<file path="src/rtl/serial_adder_if.sv">
// serial_adder_if: valid/ready operand and result channels of the bit-serial adder
interface serial_adder_if #(parameter int WIDTH = 8);
    logic             in_valid;
    logic             in_ready;
    logic [WIDTH-1:0] a;
    logic [WIDTH-1:0] b;
    logic             cin;
    logic             out_valid;
    logic             out_ready;
    logic [WIDTH-1:0] sum;
    logic             cout;
    modport master (output in_valid, a, b, cin, out_ready,
                    input  in_ready, out_valid, sum, cout);
    modport slave  (input  in_valid, a, b, cin, out_ready,
                    output in_ready, out_valid, sum, cout);
endinterface

</file>
<file path="src/rtl/serial_adder.sv">
// serial_adder: LSB-first bit-serial adder, one full-adder cell and a carry flop
module serial_adder #(parameter int WIDTH = 8) (
    input logic           clk,
    input logic           rst_n,
    serial_adder_if.slave bus
);
    localparam int CW = $clog2(WIDTH + 1);
    typedef enum logic [1:0] {IDLE, ADD, DONE} state_t;
    state_t           state, state_nx;
    logic [WIDTH-1:0] a_sr, b_sr, sum_sr, sum_q;
    logic             carry, cout_q, s, c_nx, last;
    logic [CW-1:0]    cnt;
    assign s    = a_sr[0] ^ b_sr[0] ^ carry;
    assign c_nx = (a_sr[0] & b_sr[0]) | (carry & (a_sr[0] ^ b_sr[0]));
    assign last = cnt == CW'(WIDTH - 1);
    always_ff @(posedge clk or negedge rst_n)
        if (!rst_n) state <= IDLE;
        else        state <= state_nx;
    always_comb begin
        state_nx = state;
        case (state)
            IDLE:    state_nx = bus.in_valid ? ADD : IDLE;
            ADD:     state_nx = last ? DONE : ADD;
            DONE:    state_nx = bus.out_ready ? IDLE : DONE;
            default: state_nx = IDLE;
        endcase
    end
    // sum_q/cout_q hold the presented result, so sum stays stable while the next operation shifts
    always_ff @(posedge clk or negedge rst_n)
        if (!rst_n) begin
            a_sr   <= '0;
            b_sr   <= '0;
            sum_sr <= '0;
            sum_q  <= '0;
            carry  <= 1'b0;
            cout_q <= 1'b0;
            cnt    <= '0;
        end else if (state == IDLE && bus.in_valid) begin
            a_sr  <= bus.a;
            b_sr  <= bus.b;
            carry <= bus.cin;
            cnt   <= '0;
        end else if (state == ADD) begin
            a_sr   <= a_sr >> 1;
            b_sr   <= b_sr >> 1;
            sum_sr <= {s, sum_sr[WIDTH-1:1]};
            carry  <= c_nx;
            cnt    <= cnt + 1'b1;
            if (last) begin
                sum_q  <= {s, sum_sr[WIDTH-1:1]};
                cout_q <= c_nx;
            end
        end
    assign bus.in_ready  = state == IDLE;
    assign bus.out_valid = state == DONE;
    assign bus.sum       = sum_q;
    assign bus.cout      = cout_q;
endmodule

</file>
<file path="src/flat_wrapper.sv">
// flat-port wrapper written by rule: the top's interface ports become plain ports
module serial_adder_flat 
#(parameter int WIDTH = 8)
  (clk, rst_n, bus_in_valid, bus_a, bus_b, bus_cin, bus_out_ready, bus_in_ready, bus_out_valid, bus_sum, bus_cout);
  serial_adder_if #(.WIDTH(WIDTH)) bus_i ();
  input logic clk;
  input logic rst_n;
  input wire logic [$bits(bus_i.in_valid)-1:0] bus_in_valid;
  input wire logic [$bits(bus_i.a)-1:0] bus_a;
  input wire logic [$bits(bus_i.b)-1:0] bus_b;
  input wire logic [$bits(bus_i.cin)-1:0] bus_cin;
  input wire logic [$bits(bus_i.out_ready)-1:0] bus_out_ready;
  output wire logic [$bits(bus_i.in_ready)-1:0] bus_in_ready;
  output wire logic [$bits(bus_i.out_valid)-1:0] bus_out_valid;
  output wire logic [$bits(bus_i.sum)-1:0] bus_sum;
  output wire logic [$bits(bus_i.cout)-1:0] bus_cout;
  assign bus_i.in_valid = bus_in_valid;
  assign bus_i.a = bus_a;
  assign bus_i.b = bus_b;
  assign bus_i.cin = bus_cin;
  assign bus_i.out_ready = bus_out_ready;
  assign bus_in_ready = bus_i.in_ready;
  assign bus_out_valid = bus_i.out_valid;
  assign bus_sum = bus_i.sum;
  assign bus_cout = bus_i.cout;
  serial_adder #(.WIDTH(WIDTH)) u_core (.clk(clk), .rst_n(rst_n), .bus(bus_i));
endmodule
</file>
<file path="config.mk">
export PLATFORM = sky130hd
export DESIGN_NAME = serial_adder_flat
export DESIGN_NICKNAME = d
export VERILOG_FILES = /design/src/rtl/serial_adder_if.sv /design/src/rtl/serial_adder.sv /design/src/flat_wrapper.sv
export SDC_FILE = /design/constraint.sdc
export NUM_CORES = 1
export LEC_CHECK = 0
export ABC_AREA = 1
export BUFFER_PORTS_ARGS = -buffer_cell sky130_fd_sc_hd__clkbuf_2
export CORE_MARGIN = 8
export CORE_UTILIZATION = 53
export CTS_CLUSTER_DIAMETER = 120
export DETAILED_ROUTE_END_ITERATION = 7
export PLACE_DENSITY = 0.75
export SYNTH_ARGS = -nofsm -noshare
export SYNTH_HDL_FRONTEND = slang
export SYNTH_SLANG_ARGS = --single-unit
</file>
<file path="constraint.sdc">
create_clock -name clk -period 1.3 [get_ports clk]
set_input_delay 0.13 -clock clk [delete_from_list [all_inputs] [get_ports clk]]
set_output_delay 0.13 -clock clk [all_outputs]
set_load 0.02 [all_outputs]
</file>
==> flow_metrics.tcl <==
set metrics [dict create \
    cts_buffers 5 \
    grt_first_pass_wirelength_mm 6.12 \
    overflow 0 \
    fill_cells 252 \
    cellPowerDensity_nw_per_um2 2220 \
    cp.required_ns 1.17 \
    cts_tree "built" \
    ys_seq_area_share_pct 59.1 \
    total_power_w 0.00456 \
    worst_slack_ns 0.0237 \
    start_util_pct 55.0 \
    multiInputGateArea_um2 657 \
    syn_inst 190 \
    setup_viol 0 \
    area.sequential_um2 977 \
    crit_arrival_ns 1.15 \
    dp_worst_setup_slack_ns -0.0453 \
    globalplace.congestion 0.781 \
    avgSynthCellArea_um2 8.69 \
    dr.pass1.iters 4 \
    path_cells "nor2_2, clkbuf_8" \
    io_pins 32 \
    core_area_um2 3000 \
    drv_cap 0 \
    status "complete, no violations" \
    grt.total_usage_pct 15.1 \
    die_h_um 71.8 \
    worst_pin_slew_ns 0.479 \
    max-vdd-ir-drop_mv 1.07 \
    hold_violations 0 \
    slew-limit-headroom_pct 68.0 \
    slew_violations 0 \
    min_period_ns 1.28 \
    totalWireLength_mm 3.75 \
    critical_path.max_fanout 2 \
    grt_max_degree 40 \
    drc 0 \
    syn_nets 213 \
    path_class "flip-flop to output port" \
    holdWs_ns 0.0325 \
    start_kind "flip-flop" \
    synth_top_cell_by_area "dfrtp_1" \
    die_area_um2 5160 \
    cp.buffers_inverters 1 \
    clkLatencyLatePin_ns 0.34 \
    async_flop_share_pct 100 \
    yosysWarnings 0 \
    period_share_pct 98.2 \
    synth.most_common_cell "nand2_1" \
    clockRootBuffer "clkbuf_4" \
    synth_edf_count 0 \
    nets 261 \
    grt_antenna_before_repair 0 \
    ys_top_cells_by_count "83 x nand2_1, 39 x dfrtp_1, 35 x nand3_1, 9 x o21ai_0, 6 x buf_2" \
    cts.htree.levels 2 \
    first_global_vias 1350 \
    critPathMaxStageDelay_ns 0.43 \
    synthFlopType "dfrtp_1" \
    wl_per_cell_um 13.8 \
    leakagePower_nw 1.08 \
    dpl.cell_count 253 \
    rows 20 \
    areaGrowthSynthToFinish_pct 24.6 \
    drt-initial-drc-count 101 \
    final_cell_count_no_fill 272 \
    slowest_stage "dfrtp_1" \
    port_buffers 31 \
    ys_ff_latch 39 \
    fmax_mhz 784 \
    vias_per_cell 5.21 \
    synth_area_leaders "dfrtp_1 59%, nand2_1 19%, nand3_1 11%, o21ai_0 2.7%, buf_2 1.8%" \
    cts.sinks 39 \
    clockBufferDepth 2 \
    yosysUniqueCellTypes 17 \
    dp_hpwl_mm 2.47 \
    tns_ns 0 \
    netlist_area_um2 1650 \
    hold_class "input port to flip-flop" \
    fin_skew_ns 0.0130 \
    n_antenna_cell 0 \
    crit_family "flip-flops" \
    clkTransAtPathRegs_ns 0.11 \
    yosysTopAreaCellShare_pct 59.1 \
    fp.dieW_um 71.8 \
    vias 1418 \
    rsz0062_at_grt "true" \
    cp-end-kind "output port" \
    ant_nets 0 \
    drive_gt1_share_pct 25.5 \
]
## stage by stage
step	util [%]	area, um2
final	68.5	2060
after global placement	62.3	1870
after detailed placement	62.3	1870
after floorplan	-	1650
after CTS	66.7	2000
after global routing	68.5	2060
## placed cells by master, fill, tap and decap left out, types with 2 or more instances in the layout
master	netlist	final
clkbuf_1	0	2
inv_1	5	4
dfrtp_1	39	38
nor2_2	1	2
dlygate4sd3_1	0	4
nand2_1	83	81
nor2_4	1	3
buf_4	1	11
nand2_2	0	3
clkbuf_2	0	29
clkbuf_4	0	5
o21ai_0	9	9
nand3_1	35	35
## final cells by class
class | instances | share of cell area (%)
well taps | 33 | 2.01
inverters | 6 | 1.22
flip-flops and latches | 39 | 47.5
multi-input cells | 139 | 31.9
clock buffers | 7 | 2.19
clock inverters | 1 | 0.243
repair buffers | 47 | 15.0
## flip-flops by register name (all words and copies together), names as in the netlist
signal and flops:
u_core.state 2, u_core.bus.cout 1, u_core.cnt 4, u_core.carry 1
u_core.b_sr 8, u_core.sum_sr 7, u_core.bus.sum 8, u_core.a_sr 8
## cells by family after synthesis
group	count (synthesis)	share of synthesized area, %
DFF	39	59.1
buffers and inverters	14	3.86
adders and majority gates	2	1.97
and+or+nand+nor	124	31.6
AOI/OAI and AO/OA	11	3.48
## where the power goes
group / leakage, nW / total [W] / switching [W] / internal (W)
Clock: 0.0293 / 0.000577 / 0.000366 / 0.000211
Sequential: 0.502 / 0.00206 / 0.000352 / 0.00171
Combinational: 0.544 / 0.00193 / 0.00115 / 0.000774
## layer usage
layer  GRT usage (%)  wire [um]
met1            17.1       1620
met2            24.1       1780
met3            6.83        277
met4            6.35         76
met5               0          0
## worst reg2reg max path, cell delays in order, from the launching register on
cell,delay (ns)
dfrtp_1,0.42
fa_1,0.52
nand2_1,0.09
o21ai_0,0.09
## path summary, 6_finish.rpt
| check | startpoint | endpoint | slack (ns) | cells after the start |
|---|---|---|---|---|
| max in group asynchronous | rst_n | u_core.cnt[0] | 0.57 | 3 |
| setup reg to reg | u_core.carry | u_core.sum_sr[7] | 0.07 | 3 |
| hold / removal | bus_b[3] | u_core.b_sr[3] | 0.03 | 3 |
| setup / recovery | u_core.state[1] | bus_in_ready | 0.02 | 2 |
| min in group asynchronous | rst_n | u_core.bus.sum[1] | 0.36 | 3 |
| hold reg to reg | u_core.a_sr[7] | u_core.a_sr[7] | 0.48 | 2 |
## repair_timing
| item | in CTS | in global routing |
|---|---|---|
| pin swaps | 1 | 4 |
| gates resized for setup | 7 | 11 |
| hold endpoints to repair | 41 | 1 |
| setup endpoints to repair | 11 | 27 |
| hold buffers | 3 | 1 |
| cloned | 0 | 2 |
| buffers inserted | 3 | 3 |
Note: power is estimated with default switching activity, not from simulation.
